==> config.mk <==
export PLATFORM = sky130hd
export DESIGN_NAME = cmp_result_accumulator
export DESIGN_NICKNAME = d
export VERILOG_FILES = /design/src/rtl/cmp_result_accumulator.sv
export SDC_FILE = /design/constraint.sdc
export NUM_CORES = 1
export LEC_CHECK = 0
export BUFFER_PORTS_ARGS = -buffer_cell sky130_fd_sc_hd__buf_2
export CORE_ASPECT_RATIO = 0.75
export CORE_MARGIN = 5
export CORE_UTILIZATION = 50
export CTS_CLUSTER_DIAMETER = 150
export DETAILED_ROUTE_END_ITERATION = 6
export HOLD_SLACK_MARGIN = 0.1
export PLACE_DENSITY = 0.82
export REMOVE_ABC_BUFFERS = 1
export SYNTH_ARGS = -nofsm -noshare
export SYNTH_HDL_FRONTEND = slang
export SYNTH_SLANG_ARGS = --single-unit
export TNS_END_PERCENT = 50
==> constraint.sdc <==
create_clock -name clk -period 3.9 [get_ports clk]
set_input_delay 0.78 -clock clk [delete_from_list [all_inputs] [get_ports clk]]
set_output_delay 0.78 -clock clk [all_outputs]
set_load 0.05 [all_outputs]
==> src/rtl/cmp_result_accumulator.sv <==
// Tallies threebit comparator outcomes over WINDOW accepted samples and holds a report.
// Optional build macro CMP_ONEHOT_CHECK_EN: non-one-hot samples are discarded and flagged.
module cmp_result_accumulator #(
  parameter int WINDOW = 8,
  parameter int CNT_W  = $clog2(WINDOW + 1)
) (
  input  logic             clk,
  input  logic             rst,
  input  logic             in_valid,
  output logic             in_ready,
  input  logic             A_greater_B,
  input  logic             A_equal_B,
  input  logic             A_smaller_B,
  output logic             rpt_valid,
  input  logic             rpt_ready,
  output logic [CNT_W-1:0] gt_count,
  output logic [CNT_W-1:0] eq_count,
  output logic [CNT_W-1:0] lt_count,
  output logic [1:0]       majority
`ifdef CMP_ONEHOT_CHECK_EN
  ,
  output logic             onehot_err
`endif
);

  typedef enum logic [0:0] {ST_ACCUM = 1'b0, ST_REPORT = 1'b1} state_e;

  state_e           state_q, state_d;
  logic [CNT_W-1:0] idx_q, idx_d;
  logic [CNT_W-1:0] gt_acc_q, gt_acc_d, eq_acc_q, eq_acc_d, lt_acc_q, lt_acc_d;
  logic [CNT_W-1:0] gt_cnt_q, gt_cnt_d, eq_cnt_q, eq_cnt_d, lt_cnt_q, lt_cnt_d;
  logic [CNT_W-1:0] gt_sum_s, eq_sum_s, lt_sum_s;
  logic [1:0]       maj_q, maj_d;
  logic             in_ready_s, rpt_valid_s;
  logic             accept_s, counted_s, close_s, handshake_s, onehot_s;

  // Strictly greatest count wins; any tie for the maximum reports 2'b00.
  function automatic logic [1:0] majority_of(input logic [CNT_W-1:0] g,
                                             input logic [CNT_W-1:0] e,
                                             input logic [CNT_W-1:0] l);
    logic [1:0] code;
    if ((g > e) && (g > l)) begin
      code = 2'b01;
    end else if ((e > g) && (e > l)) begin
      code = 2'b10;
    end else if ((l > g) && (l > e)) begin
      code = 2'b11;
    end else begin
      code = 2'b00;
    end
    return code;
  endfunction

  assign onehot_s    = (({2'b00, A_greater_B} + {2'b00, A_equal_B} + {2'b00, A_smaller_B}) == 3'd1);
  assign accept_s    = in_valid && in_ready_s;
  assign handshake_s = rpt_valid_s && rpt_ready;
`ifdef CMP_ONEHOT_CHECK_EN
  assign counted_s   = accept_s && onehot_s;
`else
  assign counted_s   = accept_s;
`endif
  assign close_s     = counted_s && (idx_q == CNT_W'(WINDOW - 1));
  assign gt_sum_s    = gt_acc_q + CNT_W'(counted_s && A_greater_B);
  assign eq_sum_s    = eq_acc_q + CNT_W'(counted_s && A_equal_B);
  assign lt_sum_s    = lt_acc_q + CNT_W'(counted_s && A_smaller_B);

  // FSM state register.
  always_ff @(posedge clk or posedge rst) begin
    if (rst) begin
      state_q <= ST_ACCUM;
    end else begin
      state_q <= state_d;
    end
  end

  // FSM next-state logic.
  always_comb begin
    state_d = state_q;
    case (state_q)
      ST_ACCUM: begin
        if (close_s) state_d = ST_REPORT;
        else         state_d = ST_ACCUM;
      end
      ST_REPORT: begin
        if (rpt_ready) state_d = ST_ACCUM;
        else           state_d = ST_REPORT;
      end
      default: state_d = ST_ACCUM;
    endcase
  end

  // FSM output decode.
  always_comb begin
    in_ready_s  = 1'b0;
    rpt_valid_s = 1'b0;
    case (state_q)
      ST_ACCUM:  in_ready_s  = 1'b1;
      ST_REPORT: rpt_valid_s = 1'b1;
      default: begin
        in_ready_s  = 1'b0;
        rpt_valid_s = 1'b0;
      end
    endcase
  end

  // Window accumulation; the closing sample is folded into the latched report.
  always_comb begin
    gt_cnt_d = gt_cnt_q;
    eq_cnt_d = eq_cnt_q;
    lt_cnt_d = lt_cnt_q;
    maj_d    = maj_q;
    if (close_s) begin
      gt_acc_d = {CNT_W{1'b0}};
      eq_acc_d = {CNT_W{1'b0}};
      lt_acc_d = {CNT_W{1'b0}};
      idx_d    = {CNT_W{1'b0}};
      gt_cnt_d = gt_sum_s;
      eq_cnt_d = eq_sum_s;
      lt_cnt_d = lt_sum_s;
      maj_d    = majority_of(gt_sum_s, eq_sum_s, lt_sum_s);
    end else begin
      gt_acc_d = gt_sum_s;
      eq_acc_d = eq_sum_s;
      lt_acc_d = lt_sum_s;
      idx_d    = idx_q + CNT_W'(counted_s);
    end
  end

  // Accumulator and report registers.
  always_ff @(posedge clk or posedge rst) begin
    if (rst) begin
      idx_q    <= {CNT_W{1'b0}};
      gt_acc_q <= {CNT_W{1'b0}};
      eq_acc_q <= {CNT_W{1'b0}};
      lt_acc_q <= {CNT_W{1'b0}};
      gt_cnt_q <= {CNT_W{1'b0}};
      eq_cnt_q <= {CNT_W{1'b0}};
      lt_cnt_q <= {CNT_W{1'b0}};
      maj_q    <= 2'b00;
    end else begin
      idx_q    <= idx_d;
      gt_acc_q <= gt_acc_d;
      eq_acc_q <= eq_acc_d;
      lt_acc_q <= lt_acc_d;
      gt_cnt_q <= gt_cnt_d;
      eq_cnt_q <= eq_cnt_d;
      lt_cnt_q <= lt_cnt_d;
      maj_q    <= maj_d;
    end
  end

`ifdef CMP_ONEHOT_CHECK_EN
  logic err_q, err_d;

  // Sticky encoding error; a new bad sample outranks the report-handshake clear.
  always_comb begin
    if (accept_s && !onehot_s) begin
      err_d = 1'b1;
    end else if (handshake_s) begin
      err_d = 1'b0;
    end else begin
      err_d = err_q;
    end
  end

  // Error flag register.
  always_ff @(posedge clk or posedge rst) begin
    if (rst) begin
      err_q <= 1'b0;
    end else begin
      err_q <= err_d;
    end
  end

  assign onehot_err = err_q;
`endif

  assign in_ready  = in_ready_s;
  assign rpt_valid = rpt_valid_s;
  assign gt_count  = gt_cnt_q;
  assign eq_count  = eq_cnt_q;
  assign lt_count  = lt_cnt_q;
  assign majority  = maj_q;

endmodule

Word level (Yosys, flattened, before mapping). Cells that the tools add are included.

Add/sub/neg operators: 4. Order comparisons: 6. Eq/ne operators: 1. Muxes and demuxes: 12. Bitwise logic cells: 1. Reduce and logical (&&, ||, !) cells: 8.

Operators by type and width (number): $gt A4 B4 Y1 (6); $add A4 B1 Y4 (4); $mux W4 (4); $logic_and A1 B1 Y1 (8); $mux W2 (3); $eq A4 B3 Y1 const B (1); $mux W1 (4); $pmux W1 S2 (1); $not A1 Y1 (1).

Register bits after elaboration: 31. Output and inout bits: 16. Logic and storage cells: 41.

Longest topological paths before layout. Gate-level depths: netlist of run 1.

Depth in word-level cells: 9. Depth in mapped cells: 13.

Worst setup path before layout of run 1. No wires, ideal clock.

Kind: register to register. From: reg state_q. To: reg maj_q[0] (netlist: majority[0]). Setup time: 125 ps. Arrival: 2773 ps. Required time: 3775 ps. Setup slack: 1001 ps. Stages on the path, launching flop included: 14. Buffers on the path: 1. Period minus slack after synthesis: 2899 ps. Path through: dfrtp_1 > nand2b_4 > clkinv_2 > and2_1 > ha_1 > ha_1 > clkbuf_1 > xor2_1 > nor2_1 > a221o_1 > a31oi_1 > a311oi_1 > a21oi_1 > a21oi_1.

Cells in the longest elaborated chain, start to end: 9. Elaborated cells between the ends (all ways): 21. Classes of those cells: add/sub (3); order compare (6); mux (4); reduce/logical (8).

RTL lines: start: declaration (line 28) `state_e state_q, state_d;`; start signal: assignment (line 72) `state_q <= state_d;`; $mux W1 * (line 96) `case (state_q)`; $logic_and A1 B1 Y1 * (line 55) `assign accept_s = in_valid && in_ready_s;`; $logic_and A1 B1 Y1 * (line 65) `assign lt_sum_s = lt_acc_q + CNT_W'(counted_s && A_smaller_B);`; $add A4 B1 Y4 * (line 65); named net lt_sum_s[1] (line 32) `logic [CNT_W-1:0] gt_sum_s, eq_sum_s, lt_sum_s;`; $gt A4 B4 Y1 (line 46) `end else if ((l > g) && (l > e)) begin`; $logic_and A1 B1 Y1 (line 46); $mux W2 (line 46); $mux W2 (line 44) `end else if ((e > g) && (e > l)) begin`; $mux W2 * (line 42) `if ((g > e) && (g > l)) begin`; end signal: assignment (line 148) `maj_q <= maj_d;`; end: declaration (line 33) `logic [1:0] maj_q, maj_d;`.

Mark *: on every way through the listed nets, which the timed path passes. The rest lies on a longest branch. A chain may end at the register's enable or synchronous reset.

Final worst setup path of run 1.
From: in in_valid. To: reg maj_q[1] (netlist: majority[1]).

Cells in the longest elaborated chain, start to end: 8. Elaborated cells between the ends (all ways): 20. Classes of those cells: add/sub (3); order compare (6); mux (3); reduce/logical (8).

RTL lines: start: declaration (line 9) `input logic in_valid,`; $logic_and A1 B1 Y1 * (line 55); $logic_and A1 B1 Y1 * (line 65); $add A4 B1 Y4 * (line 65); named net lt_sum_s[1] (line 32); $gt A4 B4 Y1 (line 46); $logic_and A1 B1 Y1 (line 46); $mux W2 (line 46); $mux W2 (line 44); $mux W2 * (line 42).

Marked as above.

==> results of run 1 <==
[how the worst max path moves through the flow]
| stage | end | slack [ns] | cells past startpoint |
|---|---|---|---|
| after CTS | majority[0] | 1.06 | 13 |
| after global placement | majority[0] | 0.79 | 13 |
| after detailed placement | majority[0] | 0.78 | 13 |
| after floorplan | majority[0] | 1.10 | 12 |
| final | majority[1] | 1.04 | 13 |
| after global routing | majority[1] | 0.86 | 13 |
[cell usage after synthesis (2+ instances only)]
cell / number
sky130_fd_sc_hd__nand3_1: 5
sky130_fd_sc_hd__a31oi_1: 2
sky130_fd_sc_hd__dfrtp_1: 31
sky130_fd_sc_hd__ha_1: 10
sky130_fd_sc_hd__xnor2_1: 9
sky130_fd_sc_hd__nor2b_1: 2
sky130_fd_sc_hd__xor2_1: 10
sky130_fd_sc_hd__o21ai_0: 15
sky130_fd_sc_hd__inv_1: 7
sky130_fd_sc_hd__a21oi_1: 4
sky130_fd_sc_hd__clkbuf_1: 5
sky130_fd_sc_hd__and2_1: 5
sky130_fd_sc_hd__nor2_1: 21
sky130_fd_sc_hd__nand2_1: 22
sky130_fd_sc_hd__xnor2_2: 2
[flip-flops by register name, indices dropped and copies added, names as in the netlist]
register,count
eq_acc_q,4
eq_count,4
gt_acc_q,4
gt_count,4
idx_q,4
lt_acc_q,4
lt_count,4
majority,2
state_q,1
[worst register-to-register path, delay by kind of cell (launching register included)]
family / cells / cell delay [ns]
AO/OA/AOI/OAI: 5 / 0.87
XOR/XNOR: 1 / 0.21
adder cells (fa/ha/maj): 2 / 0.63
buffers and inverters: 1 / 0.09
flip-flops: 1 / 0.41
AND/OR/NAND/NOR: 3 / 0.40
[final cells by class]
cell class / instances / share of cell area [%]
multi-input cells: 127 / 44.2
well taps: 40 / 2.65
clock buffers: 6 / 3.84
inverters: 8 / 1.65
repair buffers: 24 / 6.62
flip-flops and latches: 31 / 41.0
[logic make-up (layout without fill, tap and decap cells)]
family | after synthesis | count (layout) | share of synthesized area, %
flops | 31 | 31 | 46.7
simple gates | 67 | 67 | 20.0
compound gates | 29 | 29 | 10.8
xor+xnor | 21 | 21 | 12.0
buf+inv | 13 | 38 | 3.01
fa+ha+maj | 10 | 10 | 7.53
[layer usage]
layer | wire [um] | global-route usage (%)
met1 | 1580 | 20.6
met2 | 1370 | 23.2
met3 | 188 | 4.22
met4 | 42 | 5.99
met5 | 0 | 0
[metrics by stage]
stage          area [um2]  instances  hold slack, ns
6_report             1890        236           0.460
5_1_grt              1890        236           0.488
4_1_cts              1890        236           0.466
3_5_place_dp         1820        230           0.453
3_3_place_gp         1820        230           0.443
2_1_floorplan        1640        166           0.505
==> flow_metrics.py, run 1 <==
metrics = {
    "outcome": {
        "run_status": "complete, no violations",
    },
    "detailed_routing": {
        "drt_wl_total_mm": 3.18,
        "avgRoutedWirePerCell_um": 13.5,
        "drtAntennaViolNets": 0,
        "drt-pass1-iter-count": 5,
        "vias_per_cell": 5.30,
        "route.vias.total": 1250,
        "drt-initial-drc-count": 58,
        "post-route-drc-count": 0,
    },
    "setup_path": {
        "max_stage_delay_on_crit_path_ns": 0.44,
        "worst_r2r_startpoint": "state_q",
        "critical_path.cell_chain": "buf_2 > nand2b_4 > clkinv_2 > and2_1 > ha_1 > ha_1 > xor2_1 > nor2_1 > a221o_1 > a31oi_1 > a311oi_1 > a21oi_1 > a21oi_1",
        "worst_r2r_endpoint": "majority[1]",
        "cp_max_fo": 7,
        "critPathLaunch": "in_valid",
        "crit_slowest_cell": "sky130_fd_sc_hd__ha_1",
        "critical-path-top-delay-family": "compound AO/OA/AOI/OAI gates",
        "cp.buffers_inverters": 2,
        "worst_ep_required_time_ns": 4.06,
        "r2r_slack_ns": 1.18,
        "worst_ep_arrival_time_ns": 3.02,
        "critPathLaunchType": "input port",
        "timing.setup.critical_path_class": "input port to register",
        "endpoint_type_of_the_worst_setup_path": "register",
        "reg2regPathDepth": 12,
    },
    "yosys": {
        "ys_dominant_reg_cell": "sky130_fd_sc_hd__dfrtp_1",
        "synth_cell_type_count": 36,
        "synthDominantAreaCellType": "sky130_fd_sc_hd__dfrtp_1",
        "synth.yosys.seq_area_share_pct": 46.7,
        "postSynthAreaPerCell_um2": 9.72,
        "leading_cell_types_by_total_area_after_synthesis": "sky130_fd_sc_hd__dfrtp_1 47%, sky130_fd_sc_hd__ha_1 7.5%, sky130_fd_sc_hd__xor2_1 5.3%",
        "postSynthCellCount": 171,
        "synth_top_area_share_pct": 46.7,
        "async_reset_ff_share_pct": 100,
        "synth_enable_flop_cells": 0,
        "synthesis.area_mm2": 0.00166,
        "synth_seq_cells": 31,
        "yosys_warnings": 0,
    },
    "min_path": {
        "whs_path_depth": 2,
        "hold_path.startpoint": "lt_count[1]",
        "hold_class": "register to register",
        "holdPathEnd": "lt_count[1]",
    },
    "final_layout": {
        "layout-drive-gt1-share_pct": 17.9,
        "num-fill-cells": 307,
        "finish.net_count": 214,
        "area_of_the_multi_input_gates_um2": 836,
        "layout.cells.most_common_list": "31 x sky130_fd_sc_hd__dfrtp_1, 22 x sky130_fd_sc_hd__nand2_1, 22 x sky130_fd_sc_hd__buf_2",
        "area_growth_syn_to_layout_pct": 13.8,
        "finalCoreUtilization_pct": 58.3,
        "num_antenna_cells": 0,
        "seq_area_um2": 776,
        "layout_commonest_cell": "sky130_fd_sc_hd__dfrtp_1",
    },
    "global_routing": {
        "first_global_vias": 1174,
        "antenna_found_initial": 0,
        "grt_total_usage_pct": 15.2,
        "globalRouteOverflowTotal": 0,
        "wire_length_of_the_first_global_routing_pass_mm": 5.42,
        "grt_start_max_net_pins": 32,
    },
    "sta": {
        "timing.final.crit_period_ns": 2.86,
        "worst-slew-pin-transition_ns": 0.613,
        "timing_max_transition_violations_final": 0,
        "grt_setup_unrepaired": "no",
        "hold_viol_final": 0,
        "final_period_utilization_pct": 73.3,
        "report.final.setup_viol": 0,
        "finClkSkew_ns": 0.00349,
        "timing.final.ws_setup_ns": 1.04,
        "fin_setup_tns_ns": 0,
        "slew-limit-headroom_pct": 59.2,
        "highest_clock_frequency_the_design_can_meet_mhz": 350,
    },
    "cts": {
        "clk-insertion-delay-late_ns": 0.28,
        "post_cts.resized_instances": 0,
        "clock_tree.buffer_depth": 2,
        "h_tree_levels": 2,
        "cts_made_buffers": 5,
        "path_clk_slew_ns": 0.06,
        "postCtsSetupBuffers": 0,
        "ctsHoldBuffers": 0,
        "numClockSinks": 31,
        "clk_root_buffer_cell": "sky130_fd_sc_hd__clkbuf_8",
        "tritoncts": "built",
    },
    "floorplanning": {
        "initial_core_util_pct": 51.2,
        "fp.dieH_um": 59.9,
        "io-pin-count": 23,
        "fp.dieW_um": 76.6,
        "core_mm2": 0.00324,
        "row_count": 18,
        "die_area_mm2": 0.00459,
    },
    "run": {
        "max-cap-violations": 0,
    },
    "placement": {
        "finalWeightedCongestion": 0.912,
        "dp_hpwl_mm": 2.36,
        "numPortBuffers": 22,
        "worst_slack_at_placement_ns": 0.777,
    },
}
Power of run 1 is not shown: default switching activity piles up to over one toggle a cycle in this logic, so the estimate is an artifact.
==> run 2, diff against run 1 <==
==> constraint.sdc (replaced) <==
create_clock -name clk -period 2.75 [get_ports clk]
set_input_delay 0.55 -clock clk [delete_from_list [all_inputs] [get_ports clk]]
set_output_delay 0.55 -clock clk [all_outputs]
set_load 0.05 [all_outputs]
==> flow_metrics.py, run 2 (synthesized netlist as in run 1, its figures left out) <==
metrics = {
    "outcome": {
        "run_status": "complete, no violations",
    },
    "final_layout": {
        "layout.cells.most_common_list": "30 x sky130_fd_sc_hd__dfrtp_1, 22 x sky130_fd_sc_hd__nand2_1, 22 x sky130_fd_sc_hd__buf_2",
        "num-fill-cells": 298,
        "layout.cell_area.non_filler_mm2": 0.00198,
        "finish.net_count": 224,
        "seq_area_um2": 777,
        "area_growth_syn_to_layout_pct": 19.3,
        "finalCoreUtilization_pct": 61.1,
        "area_of_the_multi_input_gates_um2": 836,
        "layout_commonest_cell": "sky130_fd_sc_hd__dfrtp_1",
        "num_antenna_cells": 0,
        "layout-drive-gt1-share_pct": 23.2,
    },
    "setup_path": {
        "worst_ep_required_time_ns": 2.95,
        "critical_path.cell_chain": "buf_4 > and4b_4 > nand3_1 > xor2_1 > ha_1 > a2111oi_0 > or2_1 > or3_1 > a21oi_1",
        "timing.setup.critical_path_class": "register to register",
        "critPathLaunchType": "register",
        "worst_r2r_endpoint": "majority[1]",
        "worst_ep_arrival_time_ns": 2.78,
        "cp_max_fo": 4,
        "worst_r2r_startpoint": "state_q",
        "reg2regPathDepth": 9,
        "max_stage_delay_on_crit_path_ns": 0.41,
        "crit_slowest_cell": "sky130_fd_sc_hd__dfrtp_2",
        "r2r_slack_ns": 0.17,
        "endpoint_type_of_the_worst_setup_path": "register",
    },
    "cts": {
        "numClockSinks": 31,
        "clk_root_buffer_cell": "sky130_fd_sc_hd__clkbuf_8",
        "cts_made_buffers": 5,
        "h_tree_levels": 2,
        "clock_tree.buffer_depth": 2,
        "path_clk_slew_ns": 0.06,
        "tritoncts": "built",
        "clk-insertion-delay-late_ns": 0.28,
    },
    "detailed_routing": {
        "drtAntennaViolNets": 0,
        "route.vias.total": 1286,
        "vias_per_cell": 5.21,
        "post-route-drc-count": 0,
        "avgRoutedWirePerCell_um": 13.7,
        "drt_wl_total_mm": 3.40,
        "drt-initial-drc-count": 38,
        "drt-pass1-iter-count": 4,
    },
    "floorplanning": {
        "fp.dieW_um": 76.6,
        "core_mm2": 0.00324,
        "row_count": 18,
        "initial_core_util_pct": 51.2,
        "die_area_mm2": 0.00459,
        "io-pin-count": 23,
        "fp.dieH_um": 59.9,
    },
    "global_routing": {
        "antenna_found_initial": 0,
        "globalRouteOverflowTotal": 0,
        "grt_total_usage_pct": 15.8,
        "grt_start_max_net_pins": 32,
        "wire_length_of_the_first_global_routing_pass_mm": 5.60,
        "first_global_vias": 1247,
    },
    "sta": {
        "highest_clock_frequency_the_design_can_meet_mhz": 387,
        "slew-limit-headroom_pct": 61.1,
        "timing.final.crit_period_ns": 2.58,
        "finClkSkew_ns": 0.00619,
        "grt_setup_unrepaired": "no",
        "fin_setup_tns_ns": 0,
        "final_period_utilization_pct": 93.9,
        "finalHoldWorstSlack_ns": 0.333,
        "timing_max_transition_violations_final": 0,
        "worst-slew-pin-transition_ns": 0.584,
        "hold_viol_final": 0,
        "report.final.setup_viol": 0,
    },
    "run": {
        "max-cap-violations": 0,
    },
    "placement": {
        "placed_area_mm2": 0.00188,
        "finalWeightedCongestion": 0.893,
        "numPortBuffers": 22,
        "dp_hpwl_mm": 2.56,
    },
    "min_path": {
        "hold_class": "input port to asynchronous set/reset pin",
    },
}
run 2: through the flow:
stage / setup WS (ns) / cells
2_1_floorplan: -0.0522 / 166
3_5_place_dp: -0.0417 / 238
3_3_place_gp: 0.0314 / 238
5_1_grt: 0.0546 / 247
4_1_cts: 0.118 / 245
6_report: 0.167 / 247
run 2: layout make-up:
class,instances,area share [%]
multi-input cells,127,42.2
flip-flops and latches,31,39.2
inverters,8,1.58
clock buffers,6,4.17
clock inverters,1,0.253
well taps,40,2.53
repair buffers,34,10.1
run 2: worst max path at each step:
stage	slack (ns)	startpoint	endpoint	depth (start not counted)
finish	0.17	state_q	majority[1]	9
global route	0.05	state_q	majority[1]	9
CTS	0.12	state_q	majority[1]	12
detailed placement	-0.04	in_valid	majority[1]	13
global placement	0.03	in_valid	majority[1]	13
floorplan	-0.05	state_q	majority[0]	12
run 2: repair_timing:
item / 4_1_cts / 5_1_grt
hold buffers: 0 / 0
setup endpoints to repair: 0 / 1
setup buffers: 0 / 2
resized for setup: 0 / 1
run 2: worst max-delay path, delay by kind of cell, from the launching register on:
kind                     cells  cell delay, ns
adder cells (fa/ha/maj)      1            0.25
buffers and inverters        1            0.15
AO/OA/AOI/OAI                2            0.24
XOR/XNOR                     1            0.38
flip-flops                   1            0.41
AND/OR/NAND/NOR              4            1.10
run 2: metal layers:
layer / wire, um / track usage, % / share of wire (%)
met3: 207 / 4.82 / 6.1
met4: 20 / 5.24 / 0.59
met2: 1550 / 24.4 / 45
met1: 1620 / 21.3 / 48
met5: 0 / 0 / 0
Power of run 2 is left out for the same reason.
==> run 3, diff against run 2 <==
--- a/config.mk
+++ b/config.mk
@@ -11,8 +11,9 @@
 export CORE_UTILIZATION = 50
 export CTS_CLUSTER_DIAMETER = 150
 export DETAILED_ROUTE_END_ITERATION = 6
+export GPL_TIMING_DRIVEN = 0
 export HOLD_SLACK_MARGIN = 0.1
-export PLACE_DENSITY = 0.82
+export PLACE_DENSITY = 0.85
 export REMOVE_ABC_BUFFERS = 1
 export SYNTH_ARGS = -nofsm -noshare
 export SYNTH_HDL_FRONTEND = slang
==> constraint.sdc (replaced) <==
create_clock -name clk -period 2.3 [get_ports clk]
set_input_delay 0.46 -clock clk [delete_from_list [all_inputs] [get_ports clk]]
set_output_delay 0.46 -clock clk [all_outputs]
set_load 0.05 [all_outputs]
==> flow_metrics.py, run 3 (synthesized netlist as in run 1, its figures left out) <==
metrics = {
    "final_layout": {
        "finish.net_count": 230,
        "num_antenna_cells": 0,
        "layout-drive-gt1-share_pct": 36.3,
        "area_growth_syn_to_layout_pct": 36.1,
        "area_of_the_multi_input_gates_mm2": 0.00108,
        "layout_commonest_cell": "sky130_fd_sc_hd__dfrtp_1",
        "layout.cells.most_common_list": "31 x sky130_fd_sc_hd__dfrtp_1, 22 x sky130_fd_sc_hd__buf_2, 21 x sky130_fd_sc_hd__nand2_1",
        "num-fill-cells": 233,
        "seq_area_um2": 776,
    },
    "detailed_routing": {
        "drt-initial-drc-count": 75,
        "avgRoutedWirePerCell_um": 15.9,
        "post-route-drc-count": 0,
        "drtAntennaViolNets": 0,
        "drt_wl_total_mm": 4.01,
        "drt-pass1-iter-count": 4,
        "route.vias.total": 1359,
        "vias_per_cell": 5.39,
    },
    "sta": {
        "fin_setup_tns_ns": -0.161,
        "finClkSkew_ns": 0.00694,
        "grt_setup_unrepaired": "yes",
        "slew-limit-headroom_pct": 22.6,
        "hold_viol_final": 0,
        "final_period_utilization_pct": 104,
        "highest_clock_frequency_the_design_can_meet_mhz": 418,
        "report.final.setup_viol": 2,
        "timing.final.crit_period_ns": 2.39,
        "timing_max_transition_violations_final": 0,
        "worst-slew-pin-transition_ns": 1.16,
        "timing.final.ws_setup_ns": -0.0907,
    },
    "cts": {
        "tritoncts": "built",
        "clk_root_buffer_cell": "sky130_fd_sc_hd__clkbuf_8",
        "h_tree_levels": 2,
        "clock_tree.buffer_depth": 2,
        "cts_made_buffers": 5,
        "numClockSinks": 31,
        "path_clk_slew_ns": 0.06,
        "clk-insertion-delay-late_ns": 0.29,
    },
    "outcome": {
        "run_status": "finished with violations",
        "violations": "setup timing",
    },
    "setup_path": {
        "cp_max_fo": 4,
        "worst_r2r_startpoint": "state_q",
        "timing.setup.critical_path_class": "register to register",
        "critPathLaunch": "state_q",
        "critPathLaunchType": "register",
        "worst_ep_required_time_ns": 2.52,
        "endpoint_type_of_the_worst_setup_path": "register",
        "worst_ep_arrival_time_ns": 2.61,
    },
    "global_routing": {
        "wire_length_of_the_first_global_routing_pass_mm": 6.62,
        "grt_total_usage_pct": 19.0,
        "first_global_vias": 1369,
        "antenna_found_initial": 0,
        "grt_start_max_net_pins": 32,
        "globalRouteOverflowTotal": 0,
    },
    "floorplanning": {
        "fp.dieH_um": 59.9,
        "fp.dieW_um": 76.6,
        "die_area_mm2": 0.00459,
        "initial_core_util_pct": 51.2,
        "io-pin-count": 23,
        "core_mm2": 0.00324,
        "row_count": 18,
    },
    "placement": {
        "finalWeightedCongestion": 0.874,
        "dp_hpwl_mm": 2.46,
        "numPortBuffers": 22,
    },
    "run": {
        "max-cap-violations": 0,
    },
    "min_path": {
        "hold_class": "input port to register",
        "hold_path.startpoint": "rpt_ready",
    },
}
==> run 3: cell types whose count changed in the layout (fill, tap and decap cells not counted), moves of 4 or more <==
cell,change
sky130_fd_sc_hd__buf_4,+4
sky130_fd_sc_hd__ha_1,-6
sky130_fd_sc_hd__xor2_1,-4
sky130_fd_sc_hd__ha_4,+6
==> run 3: what timing repair did <==
action / 4_1_cts / 5_1_grt
resized for setup: 26 / 14
pin swaps: 12 / 8
hold buffers: 0 / 0
gates cloned: 0 / 0
setup buffers: 17 / 1
endpoints found under the setup margin: 2 / 5
==> run 3: path summary, 6_finish.rpt <==
| kind | depth (start not counted) | endpoint | slack, ns |
|---|---|---|---|
| max | 12 | majority[1] | -0.09 |
| min | 2 | state_q | 0.36 |
| max reg2reg | 12 | majority[1] | -0.09 |
| min reg2reg | 2 | lt_count[1] | 0.46 |
| max in group asynchronous | 2 | eq_acc_q[0] | 1.13 |
| min in group asynchronous | 2 | idx_q[1] | 0.47 |
==> run 3: cell type report <==
class,instances,share of cell area (%)
Multi-Input combinational cell,127,47.6
Sequential cell,31,34.3
Clock buffer,6,3.21
Tap cell,40,2.21
Timing Repair Buffer,40,11.2
Inverter,8,1.55
==> run 3: metal layers <==
layer / vias up / share of wire, % / track usage [%]
li1: 657 / - / -
met1: 656 / 42 / 23.5
met2: 40 / 50 / 32.3
met3: 6 / 5.7 / 6.17
met4: 0 / 1.7 / 5.49
met5: - / 0 / 0
==> run 3: per-stage QoR <==
step | worst slack [ns] | std cells | hold slack [ns] | instance area (um2) | util, %
5_1_grt | -0.192 | 252 | 0.367 | 2260 | 69.8
3_3_place_gp | -0.557 | 228 | 0.447 | 1800 | 55.6
4_1_cts | -0.0119 | 251 | 0.349 | 2160 | 66.5
2_1_floorplan | -0.502 | 166 | 0.505 | 1640 | -
6_report | -0.0907 | 252 | 0.358 | 2260 | 69.8
3_5_place_dp | -0.583 | 228 | 0.455 | 1800 | 55.6
==> run 3: worst max-delay path, cell delays in order (launching register included) <==
cell and delay, ns:
sky130_fd_sc_hd__dfrtp_1 0.36, sky130_fd_sc_hd__nand2b_4 0.16, sky130_fd_sc_hd__clkinv_4 0.07, sky130_fd_sc_hd__and2_4 0.16, sky130_fd_sc_hd__ha_4 0.17, sky130_fd_sc_hd__nand3_4 0.09
sky130_fd_sc_hd__xor2_2 0.19, sky130_fd_sc_hd__inv_2 0.09, sky130_fd_sc_hd__ha_4 0.24, sky130_fd_sc_hd__a31oi_1 0.12, sky130_fd_sc_hd__o211ai_1 0.13, sky130_fd_sc_hd__or3_1 0.41
sky130_fd_sc_hd__a21oi_2 0.14
Power of run 3 is left out for the same reason.
